$ cat src/rtl/c8to512_packer_if.sv
// Byte-in / wide-word-out bus for the ingress packer.
// The slave side is the packer. The master side drives bytes and accepts words.
interface c8to512_packer_if #(
  parameter int DATA_WIDTH = 480,
  parameter int CTRL_WIDTH = 32
);
  logic [7:0]            in_data;
  logic                  in_wr;
  logic                  in_eop;
  logic                  in_rdy;
  logic [DATA_WIDTH-1:0] out_data;
  logic [CTRL_WIDTH-1:0] out_ctl;
  logic                  out_wr;
  logic                  out_rdy;

  modport slave  (input  in_data, in_wr, in_eop, out_rdy,
                  output in_rdy, out_data, out_ctl, out_wr);
  modport master (output in_data, in_wr, in_eop, out_rdy,
                  input  in_rdy, out_data, out_ctl, out_wr);
endinterface

$ cat src/rtl/c8to512_packer.sv
// Packs a byte stream into DATA_WIDTH-bit words, first byte in the MSB lane.
// A one-deep output slot and a pending word absorb downstream stalls.
module c8to512_packer #(
  parameter int DATA_WIDTH = 480,
  parameter int CTRL_WIDTH = 32
) (
  input  logic               clk,
  input  logic               rst,
  c8to512_packer_if.slave    bus
);
  localparam int BYTES = DATA_WIDTH / 8;

  logic [BYTES-1:0][7:0]  asm_q, merged;
  logic [7:0]             cnt_q;
  logic                   pend_q, sop_q;
  logic [15:0]            widx_q;
  logic [CTRL_WIDTH-1:0]  pend_ctl_q, out_ctl_q, ctl_w;
  logic [DATA_WIDTH-1:0]  out_data_q;
  logic                   out_wr_q;
  logic                   acc, slot_free, xfer, last;

  assign acc       = bus.in_wr && !pend_q;
  assign slot_free = !out_wr_q || bus.out_rdy;
  assign xfer      = out_wr_q && bus.out_rdy;
  assign last      = acc && ((cnt_q == 8'(BYTES-1)) || bus.in_eop);

  // Byte k lands in lane BYTES-1-k so the first byte sits at the top bits.
  for (genvar l = 0; l < BYTES; l++) begin : g_lane
    assign merged[l] = (acc && cnt_q == 8'(BYTES-1-l)) ? bus.in_data : asm_q[l];
  end

  always_comb begin
    ctl_w        = '0;
    ctl_w[7:0]   = cnt_q + 8'd1;
    ctl_w[8]     = sop_q;
    ctl_w[9]     = bus.in_eop;
    ctl_w[31:16] = widx_q;
  end

  always_ff @(posedge clk or negedge rst) begin
    if (!rst) begin
      asm_q      <= '0;
      cnt_q      <= '0;
      pend_q     <= 1'b0;
      pend_ctl_q <= '0;
      sop_q      <= 1'b1;
      widx_q     <= '0;
      out_data_q <= '0;
      out_ctl_q  <= '0;
      out_wr_q   <= 1'b0;
    end else begin
      if (pend_q) begin
        // Input is stalled while pending, so no byte can collide here.
        if (slot_free) begin
          out_data_q <= asm_q;
          out_ctl_q  <= pend_ctl_q;
          out_wr_q   <= 1'b1;
          pend_q     <= 1'b0;
          asm_q      <= '0;
          cnt_q      <= '0;
        end
      end else if (last) begin
        sop_q  <= bus.in_eop;
        widx_q <= bus.in_eop ? 16'd0 : widx_q + 16'd1;
        if (slot_free) begin
          out_data_q <= merged;
          out_ctl_q  <= ctl_w;
          out_wr_q   <= 1'b1;
          asm_q      <= '0;
          cnt_q      <= '0;
        end else begin
          asm_q      <= merged;
          pend_ctl_q <= ctl_w;
          pend_q     <= 1'b1;
        end
      end else begin
        if (acc) begin
          asm_q <= merged;
          cnt_q <= cnt_q + 8'd1;
        end
        if (xfer) out_wr_q <= 1'b0;
      end
    end
  end

  assign bus.in_rdy   = !pend_q;
  assign bus.out_data = out_data_q;
  assign bus.out_ctl  = out_ctl_q;
  assign bus.out_wr   = out_wr_q;
endmodule

$ cat src/flat_wrapper.sv
// flat-port wrapper written by rule: the top's interface ports become plain ports
module c8to512_packer_flat 
#(
  parameter int DATA_WIDTH = 480,
  parameter int CTRL_WIDTH = 32
)
  (clk, rst, bus_in_data, bus_in_wr, bus_in_eop, bus_out_rdy, bus_in_rdy, bus_out_data, bus_out_ctl, bus_out_wr);
  c8to512_packer_if #(.DATA_WIDTH(DATA_WIDTH), .CTRL_WIDTH(CTRL_WIDTH)) bus_i ();
  input  logic clk;
  input  logic rst;
  input wire logic [$bits(bus_i.in_data)-1:0] bus_in_data;
  input wire logic [$bits(bus_i.in_wr)-1:0] bus_in_wr;
  input wire logic [$bits(bus_i.in_eop)-1:0] bus_in_eop;
  input wire logic [$bits(bus_i.out_rdy)-1:0] bus_out_rdy;
  output wire logic [$bits(bus_i.in_rdy)-1:0] bus_in_rdy;
  output wire logic [$bits(bus_i.out_data)-1:0] bus_out_data;
  output wire logic [$bits(bus_i.out_ctl)-1:0] bus_out_ctl;
  output wire logic [$bits(bus_i.out_wr)-1:0] bus_out_wr;
  assign bus_i.in_data = bus_in_data;
  assign bus_i.in_wr = bus_in_wr;
  assign bus_i.in_eop = bus_in_eop;
  assign bus_i.out_rdy = bus_out_rdy;
  assign bus_in_rdy = bus_i.in_rdy;
  assign bus_out_data = bus_i.out_data;
  assign bus_out_ctl = bus_i.out_ctl;
  assign bus_out_wr = bus_i.out_wr;
  c8to512_packer #(.DATA_WIDTH(DATA_WIDTH), .CTRL_WIDTH(CTRL_WIDTH)) u_core (.clk(clk), .rst(rst), .bus(bus_i));
endmodule
$ cat config.mk
export PLATFORM = sky130hd
export DESIGN_NAME = c8to512_packer_flat
export DESIGN_NICKNAME = d
export VERILOG_FILES = /design/src/rtl/c8to512_packer_if.sv /design/src/rtl/c8to512_packer.sv /design/src/flat_wrapper.sv
export SDC_FILE = /design/constraint.sdc
export NUM_CORES = 2
export LEC_CHECK = 0
export ABC_AREA = 1
export CORE_MARGIN = 4
export CORE_UTILIZATION = 26
export CTS_CLUSTER_DIAMETER = 200
export CTS_CLUSTER_SIZE = 40
export DETAILED_ROUTE_END_ITERATION = 10
export PLACE_DENSITY = 0.46
export SLEW_MARGIN = 20
export SYNTH_ARGS = -nofsm -noshare
export SYNTH_HDL_FRONTEND = slang
export SYNTH_SLANG_ARGS = --single-unit
export TNS_END_PERCENT = 20
$ cat constraint.sdc
create_clock -name clk -period 2.05 [get_ports clk]
set_input_delay 0.3075 -clock clk [delete_from_list [all_inputs] [get_ports clk]]
set_output_delay 0.3075 -clock clk [all_outputs]
set_load 0.01 [all_outputs]
# Yosys cells after proc, flatten, opt, wreduce, memory -nomap -nowiden
# Index checks and enable logic that the tools add are counted.
# Widths: inputs -> output; s select.
# op_classes
addsub,2
n_eq_ne,60
muxes,85
bitwise,2
n_reduce_logical,75
# op_table
cell,count
$mux 480,9
$mux 8,64
$eq 8x6->1 const B,28
$eq 8x5->1 const B,16
$mux 32,4
$eq 8x4->1 const B,8
$logic_and 1x1->1,63
$eq 8x3->1 const B,4
$add 16x1->16 const B,1
$eq 8x2->1 const B,2
$mux 16,1
$add 8x1->8 const B,1
$eq 8x1->1 const B,1
$logic_not 8->1,1
$mux 1,7
$reduce_and 2->1,3
$reduce_bool 3->1,2
$reduce_and 3->1,1
$logic_not 1->1,2
$logic_or 1x1->1,2
$ne 2x2->1 const B,1
$not 1->1,2
$reduce_bool 2->1,1
# word_totals
ff_bits,1045
inputBits,13
out_inout_bits,514

# Depth between registers and ports, before layout
# depth
word_depth,7
depth_mapped,12

# Least setup slack after synthesis
# OpenSTA, ideal clock, no wires.
# synth_path
kind,reg-to-reg
from,reg u_core.cnt_q[0]
to,reg u_core.asm_q[251] in the netlist's numbering
setup_time_ns,0.122
t_arrival_ns,1.910
required_ns,1.928
slack_ns,0.018
stages_incl_launch_ff,12
path_cell_list,dfrtp_1 -> ha_1 -> nand3_2 -> nor2_8 -> nand2_2 -> nand2_2 -> nand2_1 -> nand2_1 -> buf_4 -> buf_4 -> buf_4 -> o21ai_1
# synth_via
elab_chain_cells,6
word_cells_on_any_way,12
# synth_lines
element,line_no,rtl
from (decl),c8to512_packer.sv:14,logic [7:0] cnt_q;
from (signal assigned),c8to512_packer.sv:79,cnt_q <= cnt_q + 8'd1;
$eq 8x5->1,c8to512_packer.sv:29,assign merged[l] = (acc && cnt_q == 8'(BYTES-1-l)) ? bus.in_data : asm_q[l];
$logic_and 1x1->1,c8to512_packer.sv:29,
$mux 8,c8to512_packer.sv:29,
$mux 480 (on tied branches),"c8to512_packer.sv:77, c8to512_packer.sv:65",
$mux 480,c8to512_packer.sv:62,end else if (last) begin
$mux 480,c8to512_packer.sv:52,if (pend_q) begin
to (signal assigned),c8to512_packer.sv:72,asm_q <= merged;
to (signal assigned),c8to512_packer.sv:78,asm_q <= merged;
to (decl),c8to512_packer.sv:13,"logic [BYTES-1:0][7:0] asm_q, merged;"
# Parallel ways exist; a longest one is shown, timed or not. The select of a mux whose other input is x is not followed.
# A chain may end at the register's enable or synchronous reset.

# Final worst setup path
# layout_path
from,reg u_core.cnt_q[1]
to,reg u_core.asm_q[74] in the netlist's numbering
# layout_via
elab_chain_cells,6
word_cells_on_any_way,12
# layout_lines
element,line_no
$eq 8x6->1,c8to512_packer.sv:29
$logic_and 1x1->1,c8to512_packer.sv:29
$mux 8,c8to512_packer.sv:29
$mux 480 (on tied branches),"c8to512_packer.sv:77, c8to512_packer.sv:65"
$mux 480,c8to512_packer.sv:62
$mux 480,c8to512_packer.sv:52
# Parallel ways exist; a longest one is shown, timed or not. The select of a mux whose other input is x is not followed.

==> impl_metrics.yaml <==
outcome:
  status: "complete, but fails checks"
  violations: "negative setup slack"
flow_run:
  max-cap-violations: 0
setup_path:
  path_buf_inv: 5
  rrSetupSlack_ns: -0.18
  cp.depth: 13
  crit_arrival_ns: 2.88
  cp_slowest_stage_delay_ns: 0.45
  crit_chain: "buf_4 -> ha_4 -> nand3_4 -> nor2_8 -> nand2_4 -> buf_6 -> nand2_4 -> nand2_4 -> nand2_8 -> buf_16 -> buf_12 -> clkbuf_16 -> o21ai_0"
  start_kind: "flop"
  end_kind: "flop"
  cp_common_cell: "nand2_4"
  cp_data_required_time_ns: 2.71
  r2r.worst_path.cells: 13
  path_class: "reg2reg"
  path_max_fanout: 8
  r2r_end: "u_core.asm_q[74]$_DFFE_PN0P_"
  cp_top_family: "buffers and inverters"
  r2r_start: "u_core.cnt_q[1]$_DFFE_PN0P_"
  crit_slowest_cell: "dfrtp_1"
yosys:
  ys_seq_area_frac: 0.490
  synthCells: 7415
  ys_warn_count: 0
  syn-cell-area_mm2: 0.0531
  ys_ff_latch: 1039
  synth.avg_cell_area_um2: 7.16
  yosysUniqueCellTypes: 30
pwr:
  total_power_mw: 47.6
  p_leak_nw: 35.2
  power_density_mw_per_mm2: 659
  peakVddDrop_v: 0.000806
place:
  dp_hpwl_um: 141000
  numPlacedInstances: 10692
  place.gp.congestion: 0.807
  io_buffers: 520
global_routing:
  antenna_found_initial: 5
  first_global_vias: 49403
  grt_max_degree: 123
  grt_overflow: 0
  grt.busiest_layer: "met2"
  grt_pass1_wl_um: 324000
  use_met1: 0.288
  grt.met3_usage: 0.0197
  grt_usage: 0.197
  met2_usage: 0.316
clocking:
  root_buffer: "clkbuf_16"
  cts_tree: "yes"
  clkSlewWorstSetupHoldPaths_ns: 0.18
  clk_path_buf_depth: 3
  h-tree-depth: 1
  clock_latency_ns: 0.76
  clkSinkCount: 1039
  cts_made_buffers: 30
timing:
  worst_pin_slew_ns: 0.633
  finClkSkew_ns: 0.0496
  min_period_ns: 2.23
  hold_slack_ns: 0.0581
  setup_slack_ns: -0.176
  hold_violations: 0
  rsz0062_at_grt: "yes"
  finalCritPeriodShare: 1.09
  slew_headroom: 0.578
  fmax_mhz: 449
  slew_viol_final: 0
  setup-tns-final_ns: -86.98
  finalSetupViolCount: 971
routing:
  vias: 51753
  wirelength_um: 220000
  drc: 0
  via_per_inst: 4.74
  post_drt_wl_per_cell_um: 20.2
  drtPass1Iterations: 5
  drtIter0Drc: 4753
  antenna_left: 0
hold_path:
  min_path_type: "in2async"
floorplan:
  die_h_um: 460
  start_util: 0.262
  coreArea_mm2: 0.203
  top_level_ports: 527
  die_w_um: 460
  fp.dieArea_mm2: 0.212
  rows: 165
finish:
  final_nets: 8248
  mostFrequentLayoutCells: "nand2_1, dfrtp_1, nand3_1, o21ai_0, inv_1"
  layout.cells.non_filler: 10918
  utilization: 0.357
  drive_gt1_frac: 0.141
  layout_commonest_cell: "nand2_1"
  area_growth_pct: 36.2
[layout make-up]
cell class	instances	area, um^2
clock inverter	2	50.0
multi-input combinational	5271	23700
fill	21240	130000
inverter	542	2130
antenna	3	7.51
sequential	1039	26000
clock buffer	43	821
tap	2672	3340
timing repair buffer	1344	16200
timing repair inverter	2	28.8
[flip-flops by register name, indices dropped and copies added (netlist names)]
name / flops
u_core.bus.out_data: 480
u_core.sop_q: 1
u_core.bus.out_ctl: 26
u_core.bus.out_wr: 1
u_core.cnt_q: 8
u_core.pend_ctl_q: 26
u_core.asm_q: 480
u_core.widx_q: 16
u_core.pend_q: 1
[worst reg2reg max path, cell delays in order (launching register included)]
cell and delay [ns]:
dfrtp_1 0.45, buf_4 0.15, ha_4 0.16, nand3_4 0.14, nor2_8 0.13, nand2_4 0.07
buf_6 0.13, nand2_4 0.06, nand2_4 0.06, nand2_8 0.15, buf_16 0.20, buf_12 0.17
clkbuf_16 0.17, o21ai_0 0.07
[what timing repair did]
action                     4_1_cts  5_1_grt
cloned                          63       33
resized for setup              390      260
setup endpoints to repair     1428     1494
setup buffers                   60       28
pin swaps                       35       26
hold buffers                     1        0
hold endpoints to repair       595        0
[per-layer routing]
layer | up-vias | wire length [um]
met5 | - | 0
met4 | 0 | 4200
met3 | 153 | 10900
met2 | 1329 | 101000
met1 | 25227 | 105000
li1 | 25044 | -
[kinds of logic (layout without fill, tap and decap cells)]
family / count (synthesis) / after routing / synth area share
AO/OA/AOI/OAI: 960 / 960 / 0.0905
XOR/XNOR: 3 / 3 / 0.000495
adder cells (fa/ha/maj): 5 / 5 / 0.00118
buffers and inverters: 1110 / 1933 / 0.0868
flip-flops: 1039 / 1039 / 0.490
multiplexers: 2 / 2 / 0.000377
other: 1 / 9 / 0.0000706
AND/OR/NAND/NOR: 4295 / 4295 / 0.331
[synthesized netlist by cell type]
cell type | n | area, um^2
nor2_4 | 6 | 67.6
clkinv_1 | 1 | 3.75
conb_1 | 1 | 3.75
nor2_2 | 12 | 75.1
nand2_1 | 3197 | 12000
clkbuf_1 | 315 | 1180
nand3_1 | 995 | 4980
mux2i_1 | 2 | 20.0
nand4_1 | 23 | 144
nand3_2 | 2 | 20.0
o21ai_0 | 649 | 3250
nand2_2 | 5 | 31.3
xor2_1 | 3 | 26.3
inv_2 | 14 | 52.6
nor2_8 | 1 | 20.0
ha_1 | 5 | 62.6
dfstp_2 | 1 | 26.3
o21ai_1 | 306 | 1530
buf_6 | 2 | 22.5
nand3b_1 | 3 | 22.5
and2_1 | 1 | 6.26
buf_2 | 185 | 926
inv_1 | 526 | 1970
dfrtp_1 | 1038 | 26000
a21oi_1 | 5 | 25.0
inv_4 | 1 | 6.26
nor2_1 | 49 | 184
buf_4 | 51 | 383
buf_1 | 15 | 56.3
nand2_8 | 1 | 20.0
[worst max-delay path by stage]
stage,startpoint,end,slack [ns]
final,u_core.cnt_q[1]$_DFFE_PN0P_,u_core.asm_q[74]$_DFFE_PN0P_,-0.18
after global routing,u_core.cnt_q[1]$_DFFE_PN0P_,u_core.bus.out_data[140]$_DFFE_PN0P_,-0.24
after CTS,u_core.cnt_q[1]$_DFFE_PN0P_,u_core.bus.out_data[284]$_DFFE_PN0P_,-0.20
after detailed placement,bus_in_wr,u_core.bus.out_data[472]$_DFFE_PN0P_,-0.43
after global placement,bus_in_wr,u_core.bus.out_data[472]$_DFFE_PN0P_,-0.42
after floorplan,u_core.cnt_q[0]$_DFFE_PN0P_,u_core.asm_q[251]$_DFFE_PN0P_,0.02
[metrics by stage]
stage | area, um^2 | worst slack [ns]
after floorplan | 53100 | 0.0184
after global placement | 66200 | -0.423
after detailed placement | 66200 | -0.426
after CTS | 70700 | -0.199
after global routing | 72300 | -0.244
final | 72300 | -0.176
[power by group]
group          internal (mW)  switching (mW)  total [mW]
Combinational           6.38            8.05        14.4
Sequential              22.1            1.27        23.4
Clock                   2.87            6.97        9.84
Total                   31.3            16.3        47.6
Note: power is estimated with default switching activity, not from simulation.
